$ cat config.mk
export PLATFORM = sky130hd
export DESIGN_NAME = bin2bcd_seq
export DESIGN_NICKNAME = d
export VERILOG_FILES = /design/src/rtl/bcd_pkg.sv /design/src/rtl/bcd_digit_adj.sv /design/src/rtl/bin2bcd_seq.sv
export SDC_FILE = /design/constraint.sdc
export NUM_CORES = 1
export LEC_CHECK = 0
export BUFFER_PORTS_ARGS = -buffer_cell sky130_fd_sc_hd__buf_2
export CAP_MARGIN = 25
export CORE_MARGIN = 10
export CORE_UTILIZATION = 50
export DETAILED_ROUTE_END_ITERATION = 16
export GPL_ROUTABILITY_DRIVEN = 1
export HOLD_SLACK_MARGIN = 0.1
export PLACE_DENSITY = 0.71
export SLEW_MARGIN = 40
export SYNTH_ARGS = -nofsm -noshare
export SYNTH_HDL_FRONTEND = slang
export SYNTH_SLANG_ARGS = --single-unit
export TNS_END_PERCENT = 50
$ cat constraint.sdc
create_clock -name clk -period 5.02 [get_ports clk]
set_input_delay 0.753 -clock clk [delete_from_list [all_inputs] [get_ports clk]]
set_output_delay 0.753 -clock clk [all_outputs]
set_load 0.01 [all_outputs]
$ cat src/rtl/bcd_pkg.sv
// Shared definitions for the binary-to-BCD converter.
package bcd_pkg;

  localparam int unsigned DIGIT_W = 4;

  typedef enum logic [1:0] {
    ST_IDLE = 2'd0,
    ST_CONV = 2'd1,
    ST_DONE = 2'd2
  } state_t;

endpackage

$ cat src/rtl/bcd_digit_adj.sv
// Single BCD nibble correction: add 3 when the digit is 5 or more.
// 4-bit result, no carry out (largest legal input 9 gives 12).
module bcd_digit_adj
  import bcd_pkg::*;
(
  input  logic [DIGIT_W-1:0] din,
  output logic [DIGIT_W-1:0] dout
);

  // Add-3 correction applied before each left shift
  always_comb begin
    dout = din;
    if (din >= 4'd5) dout = din + 4'd3;
  end

endmodule

$ cat src/rtl/bin2bcd_seq.sv
// Sequential double-dabble binary-to-BCD converter with level start/done
// handshake, one shift iteration per clock.
module bin2bcd_seq
  import bcd_pkg::*;
#(
  parameter int unsigned IN_W   = 16,
  parameter int unsigned DIGITS = 5,
  parameter int unsigned CNT_W  = 5
) (
  input  logic                      clk,
  input  logic                      rst,
  input  logic                      st,
  input  logic [IN_W-1:0]           bin,
  output logic [DIGIT_W*DIGITS-1:0] bcd,
  output logic                      busy,
  output logic                      done
);

  localparam int unsigned BCD_W = DIGIT_W * DIGITS;
  localparam int unsigned SR_W  = BCD_W + IN_W;

  state_t            state;
  state_t            state_nxt;
  logic [CNT_W-1:0]  cnt;
  logic [SR_W-1:0]   sr;
  logic [SR_W-1:0]   sr_adj;
  logic [SR_W-1:0]   sr_shl;
  logic              last;

  // Binary part passes through untouched; each digit field is corrected in parallel
  assign sr_adj[IN_W-1:0] = sr[IN_W-1:0];

  for (genvar g = 0; g < DIGITS; g++) begin : g_adj
    bcd_digit_adj u_adj (
      .din  (sr[IN_W + g*DIGIT_W +: DIGIT_W]),
      .dout (sr_adj[IN_W + g*DIGIT_W +: DIGIT_W])
    );
  end

  assign sr_shl = sr_adj << 1;
  assign last   = (cnt == CNT_W'(IN_W - 1));

  // Next-state logic
  always_comb begin
    state_nxt = state;
    case (state)
      ST_IDLE: if (st)   state_nxt = ST_CONV;
      ST_CONV: if (last) state_nxt = ST_DONE;
      ST_DONE: if (!st)  state_nxt = ST_IDLE;
      default:           state_nxt = ST_IDLE;
    endcase
  end

  // State register
  always_ff @(posedge clk) begin
    if (rst) state <= ST_IDLE;
    else     state <= state_nxt;
  end

  // Datapath: shift register, iteration counter, result and handshake flags
  always_ff @(posedge clk) begin
    if (rst) begin
      cnt  <= '0;
      sr   <= '0;
      bcd  <= '0;
      busy <= 1'b0;
      done <= 1'b0;
    end else begin
      busy <= (state_nxt == ST_CONV);
      case (state)
        ST_IDLE: begin
          if (st) begin
            sr  <= {{BCD_W{1'b0}}, bin};
            cnt <= '0;
          end
        end
        ST_CONV: begin
          sr  <= sr_shl;
          cnt <= cnt + CNT_W'(1);
          if (last) begin
            bcd  <= sr_shl[SR_W-1:IN_W];
            done <= 1'b1;
          end
        end
        ST_DONE: begin
          if (!st) done <= 1'b0;
        end
        default: begin
          cnt  <= '0;
          sr   <= '0;
          bcd  <= '0;
          done <= 1'b0;
        end
      endcase
    end
  end

endmodule

==> run metrics <==
Crit-path slowest cell and2b_1; crit path DAT 2.46 ns; number of global-route vias before repair about 2300; detail-routed via count per cell approximately 5.5; Nets between 300 and 400; Crit Path Category register to register; remaining global-route overflow 0; Post-Syn Nets 330; distinct cell type count after synthesis 34; #FFs+latches synth 65; Total Neg Setup Slack 0 ns; drt pass-1 iters 4; sequential area share after synthesis 45.6%; Critical Path, Cell by Cell ha_1 -> and3_1 -> ha_1 -> o21ai_2 -> and2b_1 -> a22o_1; CORE AREA ~0.0055 mm²; P_leak 0.00143 µW; synth warn 0; critical-path maximum fanout 14; initial antenna violation count 0; Slew Viols, Final 0; wire per inst 15.0 µm; Max Cap Viol 0; endpoints failing hold 0; Hold WS 0.463 ns; worst hold-check path type register to register; Max-slew headroom 47.0%; mapped cell area about 0.0029 mm²; Final Skew 0.00668 ns; share of cells above drive strength 1 18.8%; unrepaired setup endpoints after global routing no; status completed; largest net degree at the start of global routing 44; initial core utilization 51.8%; die area 0.00913 mm²; Post-synth EDFFs 0; Total Routed Length 6180 µm; VDD IR max 0.223 mV; commonest non-fill, non-tap cell in the layout dfxtp_1; routability cong. around 0.74; initial DRC count between 100 and 150; slowest cell delay on critical path 0.52 ns; Rows 27; die height about 96 µm; # DRC 0; GRT Util Overall 14.7%; CTS Sinks 65; CTS H-tree lvls 3; syn avg cell area 9.55 µm²; HPWL after DPL 4260 µm; total setup buffers inserted after CTS 0; CTS tree yes; root buffer cell clkbuf_8; element type at the critical path start register; die width 95.6 µm; Final period util a little over two fifths; area growth from synthesis to layout 16.6%; f_max 0.460 GHz; CTS buffer count 9; worst-skew pair later-pin latency approximately 0.34 ns; most frequent cells in the layout dfxtp_1 (64), buf_2 (40), nor2_1 (36); n_diodes 0; Final min period 2.17 ns; count of buffers from port buffering 40; CP Capture Type register; ys async rst share 0%; CTS Buffer Depth 2; Main synth FF type dfxtp_1; Final setup viols 0; remaining antenna violation count after routing 0; Mapped Cells 299; clk slew on worst S/H paths 0.07 ns; cts hold-fix bufs 0; Worst Path Required 5.30 ns; worst slew pin tran 0.795 ns; post-CTS sizing 0; via count 2256; CP dominant cell by count ha_1; I/O pin cnt 41; pwr dens 356 mW/mm²; global-route wire length before repair 10600 µm
==> logic make-up after synthesis <==
| logic type | synth area share, % |
|---|---|
| xor gates and xnor gates | 1.53 |
| adders and majority gates | 5.26 |
| muxes | 7.37 |
| AOI/OAI and AO/OA | 21.2 |
| buffers and inverters | 4.91 |
| and+or+nand+nor | 14.2 |
| DFF | 45.6 |
==> power by group <==
part / switching, µW / internal, µW / total, µW
logic: 37.3 / 32.1 / 69.4
registers: 10.8 / 527 / 538
clock network: 200 / 379 / 579
total: 248 / 938 / 1190
==> flip-flops by register name (all words and copies together) (netlist names) <==
name   cells
state      2
done       1
cnt        5
busy       1
sr        36
bcd       20
==> per-stage QoR <==
step	instances	area, µm²	utilization [%]	total power [µW]	setup slack, ns
5_1_grt	412	3330	60.4	1230	2.66
3_3_place_gp	396	3060	55.6	617	2.54
3_5_place_dp	396	3070	55.7	619	2.72
6_report	412	3330	60.4	1190	2.85
4_1_cts	412	3330	60.4	1200	2.67
2_1_floorplan	299	2850	-	602	3.30
==> worst paths after layout <==
check                       startpoint              endpoint  slack, ns  cells after the start
hold reg to reg   bcd[12]$_SDFFE_PP0P_  bcd[12]$_SDFFE_PP0P_       0.46                      2
setup reg to reg   cnt[0]$_SDFFE_PP0P_  bcd[10]$_SDFFE_PP0P_       2.85                      6
hold / removal    bcd[12]$_SDFFE_PP0P_  bcd[12]$_SDFFE_PP0P_       0.46                      2
setup / recovery   cnt[0]$_SDFFE_PP0P_  bcd[10]$_SDFFE_PP0P_       2.85                      6
==> layout make-up <==
cell class,instances,area [µm²]
fill,473,2180
multi-input combinational,206,1420
sequential,65,1300
timing repair buffer,42,215
clock inverter,6,130
clock buffer,10,128
tap,72,90.1
inverter,11,41.3
==> layer usage <==
metal	track usage, %	part of all wire [%]	vias up
met1	18.2	45	1069
li1	-	-	1131
met5	0	0	-
met3	5.89	6.6	6
met2	22.5	47	50
met4	5.77	1.2	0
==> cell usage after synthesis, types with 2 or more instances <==
cell	instances	share of area [%]
a22o_1	20	6.1
a2bb2oi_1	15	4.6
inv_1	11	1.4
a211oi_1	2	0.53
dfxtp_1	65	46
nor2_1	36	4.7
a22oi_1	13	3.4
nand3b_1	2	0.53
xnor2_1	5	1.5
o21ai_0	14	2.5
nand2b_1	15	3.3
clkbuf_1	4	0.53
nand2_1	15	2.0
o21ai_1	5	0.88
buf_4	3	0.79
nor3b_1	4	1.1
mux2i_1	21	7.4
a21oi_1	15	2.6
buf_2	7	1.2
buf_6	2	0.79
ha_1	12	5.3
==> worst max-delay path: cells and delay by family (launching register included) <==
| kind | cells | cell delay, ns |
|---|---|---|
| fa+ha+maj | 2 | 0.48 |
| flops | 1 | 0.36 |
| simple gates | 2 | 0.72 |
| compound gates | 2 | 0.56 |
Note: power is estimated with default switching activity, not from simulation.
